--- src/rtl/wb_commit_sched.sv ---
// Writeback commit scheduler for the shared DCache commit/flush interface.
// Committed stores from the dual-issue writeback stage are counted as credits.
// The credits are drained to DCache one per handshake. On any flush cause,
// all pending commits drain before a DCache flush is requested, and
// writeback is held off until the flush is acknowledged.
module wb_commit_sched #(
  parameter int DEPTH = 4,
  parameter int CNT_W = $clog2(DEPTH + 1)
) (
  input  logic             clk,
  input  logic             rst_n,
  input  logic             advance_i,
  input  logic [1:0]       lane_valid_i,
  input  logic [1:0]       lane_store_i,
  input  logic [1:0]       lane_excp_i,
  input  logic [1:0]       lane_redirect_i,
  input  logic [1:0]       lane_refetch_i,
  output logic             dcache_commit_valid_o,
  input  logic             dcache_commit_ready_i,
  output logic             dcache_flush_o,
  input  logic             dcache_flush_ack_i,
  output logic             stall_o,
  output logic [CNT_W-1:0] pending_cnt_o,
  output logic             busy_o,
  output logic             overflow_o
);

  typedef enum logic [1:0] {
    S_IDLE  = 2'd0,
    S_DRAIN = 2'd1,
    S_FLUSH = 2'd2
  } state_t;

  localparam logic [CNT_W:0]   FULL_WIDE = (CNT_W + 1)'(DEPTH);
  localparam logic [CNT_W-1:0] FULL      = CNT_W'(DEPTH);
  localparam logic [CNT_W-1:0] STALL_TH  = CNT_W'(DEPTH - 1);
  localparam logic [CNT_W-1:0] ONE       = CNT_W'(1);

  state_t           state, state_next;
  logic [CNT_W-1:0] cnt, cnt_next;
  logic             ovf_now;

  logic             idle;
  logic             take0, take1;
  logic             cause0, cause1;
  logic             kill1;
  logic             st0, st1;
  logic             flush_cause;
  logic             deq;
  logic [CNT_W:0]   cnt_sum;

  // Lane qualification: lane 0 is older, so a cause on lane 0 squashes lane 1.
  always_comb begin
    idle        = (state == S_IDLE);
    take0       = advance_i & lane_valid_i[0] & idle;
    take1       = advance_i & lane_valid_i[1] & idle;
    cause0      = lane_excp_i[0] | lane_redirect_i[0] | lane_refetch_i[0];
    cause1      = lane_excp_i[1] | lane_redirect_i[1] | lane_refetch_i[1];
    kill1       = take0 & cause0;
    // A redirect or refetch still lets the store commit; only an exception blocks it.
    st0         = take0 & lane_store_i[0] & ~lane_excp_i[0];
    st1         = take1 & ~kill1 & lane_store_i[1] & ~lane_excp_i[1];
    flush_cause = (take0 & cause0) | (take1 & ~kill1 & cause1);
  end

  // Credit counter arithmetic: enqueue and dequeue in one cycle both apply.
  always_comb begin
    dcache_commit_valid_o = (cnt != '0);
    deq                   = dcache_commit_valid_o & dcache_commit_ready_i;
    // One spare bit so that an over-subscribed enqueue is visible before saturation.
    cnt_sum = {1'b0, cnt} + (CNT_W + 1)'(st0) + (CNT_W + 1)'(st1)
            - (CNT_W + 1)'(deq);
    ovf_now  = (cnt_sum > FULL_WIDE);
    cnt_next = ovf_now ? FULL : cnt_sum[CNT_W-1:0];
  end

  // Next-state decode for the drain-then-flush sequence.
  always_comb begin
    // NOTE: every always_comb output gets a default first, so no path leaves it unassigned and no latch is inferred.
    state_next = state;
    unique case (state)
      S_IDLE:  if (flush_cause) state_next = S_DRAIN;
      S_DRAIN: if ((cnt == '0) || ((cnt == ONE) && deq)) state_next = S_FLUSH;
      S_FLUSH: if (dcache_flush_ack_i) state_next = S_IDLE;
      default: state_next = S_IDLE;
    endcase
  end

  // State, credit count and sticky overflow registers.
  always_ff @(posedge clk or negedge rst_n) begin
    if (!rst_n) begin
      state      <= S_IDLE;
      cnt        <= '0;
      overflow_o <= 1'b0;
    end else begin
      // NOTE: sequential state uses non-blocking assignments so every register samples pre-edge values.
      state <= state_next;
      cnt   <= cnt_next;
      if (ovf_now) overflow_o <= 1'b1;
    end
  end

  // Output decode from the registered state and count.
  always_comb begin
    dcache_flush_o = (state == S_FLUSH);
    busy_o         = (state != S_IDLE);
    stall_o        = (cnt >= STALL_TH) | (state != S_IDLE);
    pending_cnt_o  = cnt;
  end

endmodule

--- config.mk ---
export PLATFORM = sky130hd
export DESIGN_NAME = wb_commit_sched
export DESIGN_NICKNAME = d
export VERILOG_FILES = /design/src/rtl/wb_commit_sched.sv
export SDC_FILE = /design/constraint.sdc
export NUM_CORES = 1
export LEC_CHECK = 0
export ABC_AREA = 1
export CAP_MARGIN = 10
export CORE_AREA = 2 2 39 41
export DETAILED_ROUTE_END_ITERATION = 10
export DIE_AREA = 0 0 41 43
export GPL_TIMING_DRIVEN = 0
export PLACE_DENSITY = 0.72
export SLEW_MARGIN = 20
export SYNTH_ARGS = -nofsm -noshare
export SYNTH_HDL_FRONTEND = slang
export SYNTH_SLANG_ARGS = --single-unit
export TNS_END_PERCENT = 30
--- constraint.sdc ---
create_clock -name clk -period 4.9 [get_ports clk]
set_clock_uncertainty 0.15 [all_clocks]
set_input_delay 0.98 -clock clk [delete_from_list [all_inputs] [get_ports clk]]
set_output_delay 0.98 -clock clk [all_outputs]
set_load 0.02 [all_outputs]
==> results of run 1 <==
==> logic make-up after synthesis <==
family	after synthesis
adders and majority gates	5
DFF	6
AOI/OAI and AO/OA	7
buffers and inverters	11
and+or+nand+nor	28
xor gates and xnor gates	1
==> layer usage <==
layer  global-route usage [%]  vias up
li1                         -      238
met1                     15.1      207
met2                     24.4        9
met3                     1.57        0
met4                     8.00        0
met5                        0        -
==> cells in the final DEF, fill, tap and decap left out <==
master and instances:
clkdlybuf4s50_1 22, inv_1 11, nor2_1 8, nand2_1 6, dfrtp_1 6, nand3_2 3, nand3_1 3, o21ai_0 3
ha_1 3, clkbuf_4 3, nor2_4 2, nand3b_1 2, fa_1 2, a21boi_0 1, nand2_4 1, o31ai_2 1
nor2b_1 1, a21oi_1 1, xnor2_1 1, nand4_1 1, o31ai_1 1, nor3_1 1
==> state kept, by name, indices dropped and copies added (netlist names) <==
name	count
state	2
pending_cnt_o	3
overflow_o	1
==> path summary, 6_finish.rpt <==
| kind | end | slack [ns] | cells past startpoint |
|---|---|---|---|
| max in group asynchronous | state[0] | 3.58 | 1 |
| max | overflow_o | 1.50 | 12 |
| min in group asynchronous | overflow_o | 0.82 | 1 |
| max reg2reg | overflow_o | 2.20 | 12 |
| min | overflow_o | 0.33 | 2 |
| min reg2reg | overflow_o | 0.33 | 2 |
==> metrics by stage <==
step	power, mW	cell area, sq um
floorplan	0.248	489
global placement	0.331	729
detailed placement	0.336	729
CTS	0.384	752
global route	0.413	752
finish	0.377	752
==> power breakdown <==
group,switching (mW),internal [mW],total (mW)
clock,0.0165,0.0276,0.0441
sequential,0.0137,0.0663,0.0799
combinational,0.143,0.110,0.253
==> cell type report <==
cell class              count  share of cell area, %
inverters                  11                   5.49
clock buffers               3                   3.00
repair buffers             22                   29.3
multi-input cells          41                   39.6
well taps                  16                   2.66
flip-flops and latches      6                   20.0
==> worst max-delay path: stages <==
cell	delay, ns
clkdlybuf4s50_1	0.47
nand2_1	0.09
nor2_4	0.12
nand3b_1	0.09
ha_1	0.28
inv_1	0.05
fa_1	0.44
fa_1	0.40
xnor2_1	0.24
nor2_1	0.06
nor2_1	0.08
nand3_1	0.07
==> reports/qor.csv, run 1 <==
stage,metric,value,unit
placement,DP Wirelength,943,microns
yosys,"FF+latch count, synth",6,
routing,top sig layer,met3,
routing,DRT met1 WL,429,microns
sta,Post-Route Setup TNS,0,ns
yosys,post-synthesis cell type count,20,
yosys,post-synthesis adder-cell area fraction,15.9,%
grt,global-route wire length before repair,1680,microns
yosys,xor/xnor share of the synthesized area,1.79,%
cells_and_area,Reg area,150,sq um
yosys,Syn Inst Count,58,
clock_network,TritonCTS buffer count,3,
grt,GRT Total Usage,14.0,%
setup_path,CP Launch Type,primary input,
clock_network,post-CTS setup buffers,0,
grt,GRT overflow,0,
routing,routed wl met3,52,microns
clock_network,Sink Count,6,
clock_network,Root Driver,clkbuf_4,
sta,measured slew at the worst slew-check pin,0.249,ns
clock_network,H-tree depth,1,
setup_path,Critical Setup Path Class,in2reg,
yosys,most frequent cell after synthesis,inv_1,
yosys,"Cell Area, Synth",489,sq um
sta,unrepaired setup endpoints after global routing,no,
grt,pin count of the biggest net entering global routing,7,
yosys,Synth area leaders,"dfrtp_1 31%, inv_1 8.4%, fa_1 8.2%",
clock_network,post-CTS sizing,0,
setup_path,CP endpoint kind,register,
job,Max Cap Viol,0,
sta,Tmin final,3.40,ns
routing,DRC Markers,0,
yosys,"Seq/Total Area, Yosys",30.7,%
placement,dpl ws,1.21,ns
yosys,post-synthesis compound-gate area fraction,9.72,%
yosys,synth warn,0,
power_and_ir_drop,peak supply drop,0.000248,V
yosys,Post-synth EDFFs,0,
placement,placed insts,96,
cells_and_area,"Core Util, Final",54.3,%
cells_and_area,area of the multi-input gates,298,sq um
routing,Vias,454,
floorplanning,Chip Width,41,microns
clock_network,clock-pin slew on the worst setup and hold paths,0.04,ns
yosys,main combinational cell family by area after synthesis,simple AND/OR/NAND/NOR gates,
setup_path,CP Max Fanout,2,
yosys,top_reg_cell synth,dfrtp_1,
sta,setup ws final,1.50,ns
floorplanning,core area,0.00138,sq mm
setup_path,FF-to-FF Start,state[1],
hold_path,HP Start,overflow_o,
clock_network,cts hold-fix bufs,0,
sta,fmax,0.295,GHz
cells_and_area,number of fill cells,151,
floorplanning,Die Y,43,microns
routing,DRT iter0 DRCs,3,
power_and_ir_drop,Power Density,501,mW/mm^2
yosys,simple-gate share of the synthesized area,33.5,%
routing,routed len/inst,10.6,microns
yosys,mux cell area share after synthesis,0,%
grt,initial antenna violation count,0,
yosys,Synth top area share,30.7,%
yosys,Synth Net Count,78,
sta,Worst Hold Margin,0.328,ns
routing,Antenna Nets Post-Route,0,
hold_path,Hold Path Class,reg2reg,
setup_path,Critical Path AT,3.37,ns
routing,1st-pass router iterations,2,
setup_path,CP Launch Point,advance_i,
yosys,Synth area leader,dfrtp_1,
sta,final setup fails,0,
routing,vias per cell,4.59,
yosys,Synth Area per Inst,8.43,sq um
cells_and_area,share of layout cells above drive strength 1,12.0,%
cells_and_area,fin nets,105,
clock_network,Worst-Skew Late Latency,0.24,ns
sta,period utilisation layout,69.3,%
yosys,Synth top cells by count,"11 x inv_1, 8 x nor2_1, 6 x dfrtp_1, 6 x nand2_1",
floorplanning,Core Rows,14,
grt,vias in the first global route,454,
routing,wire length on met2,564,microns
cells_and_area,Non-Filler Instances,99,
setup_path,Crit path required time,4.87,ns
cells_and_area,Antenna diodes,0,
placement,PortBufs,22,
sta,Final Hold Fails,0,
cells_and_area,Area growth syn-to-layout,53.7,%
routing,final wirelength,1050,microns
placement,routability cong.,0.763,
floorplanning,Ports,23,
floorplanning,Starting Density,35.4,%
clock_network,maximum clock insertion buffer count,2,
floorplanning,die area,0.00176,sq mm
power_and_ir_drop,P_leak,0.332,nW
sta,Slew headroom,83.3,%
sta,Final Max Slew Viols,0,
clock_network,CTS tree,yes,
yosys,Synth async-reset ratio,100,%
outcome,status,"finished, final reports clean",
(Power assumes the default switching activity.)
==> inputs of run 2 (changes only) <==
==> constraint.sdc (replaced) <==
create_clock -name clk -period 3.2 [get_ports clk]
set_clock_uncertainty 0.15 [all_clocks]
set_input_delay 0.64 -clock clk [delete_from_list [all_inputs] [get_ports clk]]
set_output_delay 0.64 -clock clk [all_outputs]
set_load 0.02 [all_outputs]
==> run 2 against run 1 <==
Sequential share of layout area decreased by 0.20 points. Utilization increased by 0.54 points. First-iteration DRC count increased by 33%. Final area increased by 1.0%. Clock-buffer cell count unchanged. Register-to-register slack got worse by 1.7 ns.
==> reports/qor.csv, run 2 (synthesized netlist as in run 1, its figures left out) <==
stage,metric,value,unit,change
grt,GRT Total Usage,14.0,%,unchanged
sta,Final Max Slew Viols,0,,unchanged
setup_path,CP Launch Type,primary input,,unchanged
floorplanning,Core Rows,14,,unchanged
setup_path,CP Max Fanout,2,,unchanged
routing,vias per cell,4.60,,was 4.59
grt,initial antenna violation count,0,,unchanged
clock_network,post-CTS setup buffers,0,,unchanged
placement,placed inst area,729,sq um,unchanged
placement,placed insts,96,,unchanged
setup_path,"Cell Chain, Critical Path","clkdlybuf4s50_1, nand2_1, nor2_4, nand3b_1, ha_1, inv_1, fa_1, fa_1, xnor2_2, nor2_1, nor2_1, nand3_1",,"was clkdlybuf4s50_1, nand2_1, nor2_4, nand3b_1, ha_1, inv_1, fa_1, fa_1, xnor2_1, nor2_1, nor2_1, nand3_1"
routing,Antenna Nets Post-Route,0,,unchanged
clock_network,Sink Count,6,,unchanged
cells_and_area,final instance area,759,sq um,was 752 sq um
clock_network,CTS tree,yes,,unchanged
sta,measured slew at the worst slew-check pin,0.249,ns,unchanged
routing,1st-pass router iterations,3,,was 2
sta,Tmin final,3.02,ns,
setup_path,largest delay contributor family on the critical path,adder cells,,unchanged
placement,DP Wirelength,943,microns,unchanged
power_and_ir_drop,peak supply drop,0.000380,V,was 0.000248 V
floorplanning,Chip Width,41,microns,unchanged
clock_network,H-tree depth,1,,unchanged
power_and_ir_drop,NetSw,269,uW,was 173 uW
power_and_ir_drop,combinational share of power,67.9,%,was 67.1%
clock_network,post-CTS sizing,0,,unchanged
cells_and_area,"Core Util, Final",54.9,%,was 54.3%
clock_network,Root Driver,clkbuf_4,,unchanged
placement,routability cong.,0.763,,unchanged
routing,DRC Markers,0,,unchanged
placement,PortBufs,22,,unchanged
sta,Slew headroom,83.3,%,unchanged
clock_network,cts hold-fix bufs,0,,unchanged
cells_and_area,area of the multi-input gates,305,sq um,was 298 sq um
cells_and_area,Non-Filler Instances,99,,unchanged
routing,DRT iter0 DRCs,4,,was 3
floorplanning,Die Y,43,microns,unchanged
routing,final wirelength,1040,microns,was 1050 microns
sta,Final Hold Fails,0,,unchanged
cells_and_area,Area growth syn-to-layout,55.2,%,was 53.7%
cells_and_area,share of layout cells above drive strength 1,13.3,%,was 12.0%
cells_and_area,Reg area,150,sq um,unchanged
floorplanning,die area,0.00176,sq mm,unchanged
setup_path,Slowest cell on crit path,clkdlybuf4s50_1,,unchanged
power_and_ir_drop,Pwr Total,591,uW,was 377 uW
sta,fmax,0.331,GHz,
cells_and_area,Antenna diodes,0,,unchanged
setup_path,max incr delay on CP,0.47,ns,about the same
floorplanning,Ports,23,,unchanged
power_and_ir_drop,Clk pwr share,11.4,%,was 11.7%
power_and_ir_drop,Power Density,778,mW/mm^2,was 501 mW/mm^2
cells_and_area,number of fill cells,149,,was 151
power_and_ir_drop,sequential share of power,20.7,%,was 21.2%
sta,unrepaired setup endpoints after global routing,no,,unchanged
routing,Vias,455,,was 454
sta,period utilisation layout,94.3,%,
setup_path,CP endpoint kind,register,,unchanged
setup_path,Critical Path AT,2.99,ns,was 3.37 ns
clock_network,Worst-Skew Late Latency,0.24,ns,about the same
clock_network,clock-pin slew on the worst setup and hold paths,0.04,ns,about the same
cells_and_area,max FFs per register,3,,unchanged
sta,final setup fails,0,,unchanged
cells_and_area,fin nets,105,,unchanged
hold_path,Hold Path Class,reg2reg,,unchanged
cells_and_area,"commonest non-fill, non-tap cells in the layout","22 x clkdlybuf4s50_1, 11 x inv_1, 8 x nor2_1, 6 x nand2_1, 6 x dfrtp_1",,unchanged
outcome,status,"finished, final reports clean",,unchanged
grt,vias in the first global route,454,,unchanged
setup_path,Worst Path Buf+Inv,2,,unchanged
setup_path,Critical Setup Path Class,in2reg,,unchanged
floorplanning,Starting Density,35.4,%,unchanged
grt,GRT overflow,0,,unchanged
grt,pin count of the biggest net entering global routing,7,,unchanged
power_and_ir_drop,P_leak,0.337,nW,was 0.332 nW
power_and_ir_drop,Sw Share,45.5,%,was 45.8%
routing,routed len/inst,10.5,microns,was 10.6 microns
floorplanning,core area,0.00138,sq mm,unchanged
grt,global-route wire length before repair,1680,microns,unchanged
clock_network,maximum clock insertion buffer count,2,,unchanged
setup_path,Crit path required time,3.17,ns,was 4.87 ns
job,Max Cap Viol,0,,unchanged
sta,Post-Route Setup TNS,0,ns,unchanged
cells_and_area,"most common cell after layout, fill and taps aside",clkdlybuf4s50_1,,unchanged
clock_network,TritonCTS buffer count,3,,unchanged
power_and_ir_drop,internal cell power,322,uW,was 204 uW
-- run 2: cell counts in the layout (fill, tap and decap cells not counted) --
No cell type changed its count.
-- run 2: final cells by class --
class	instances	share of cell area (%)
clock buffer	3	2.97
multi-input combinational	41	40.2
tap	16	2.64
inverter	11	5.44
timing repair buffer	22	29.0
sequential	6	19.8
-- run 2: worst paths after layout --
path                       startpoint         end  slack [ns]  cells past startpoint
max                         advance_i  overflow_o        0.18                     12
min                        overflow_o  overflow_o        0.33                      2
max reg2reg                  state[1]  overflow_o        0.54                     12
min reg2reg                overflow_o  overflow_o        0.33                      2
max in group asynchronous       rst_n    state[0]        2.22                      1
min in group asynchronous       rst_n  overflow_o        0.48                      1
-- run 2: worst register-to-register path, delay by kind of cell (launching register included) --
family	cells	cell delay (ns)
xor+xnor	1	0.18
fa+ha+maj	3	1.14
buf+inv	2	0.20
flops	1	0.38
simple gates	6	0.50
-- run 2: power by group through the flow --
stage,Sequential (mW),Clock [mW],Combinational (mW)
2_1_floorplan,0.133,0,0.247
3_5_place_dp,0.124,0,0.390
6_report,0.122,0.0675,0.401
4_1_cts,0.123,0.0726,0.393
3_3_place_gp,0.122,0,0.384
5_1_grt,0.125,0.0767,0.446
-- run 2: stage by stage --
step,hold slack [ns],worst slack (ns)
detailed placement,0.319,-0.149
CTS,0.329,0.130
finish,0.328,0.182
global route,0.353,0.00194
global placement,0.320,-0.0984
floorplan,0.194,0.498
-- run 2: metal layers --
layer / vias up / part of all wire [%] / track usage (%)
li1: 238 / - / -
met1: 208 / 41 / 15.1
met2: 9 / 54 / 24.4
met3: 0 / 5.0 / 1.57
met4: 0 / 0 / 8.00
met5: - / 0 / 0
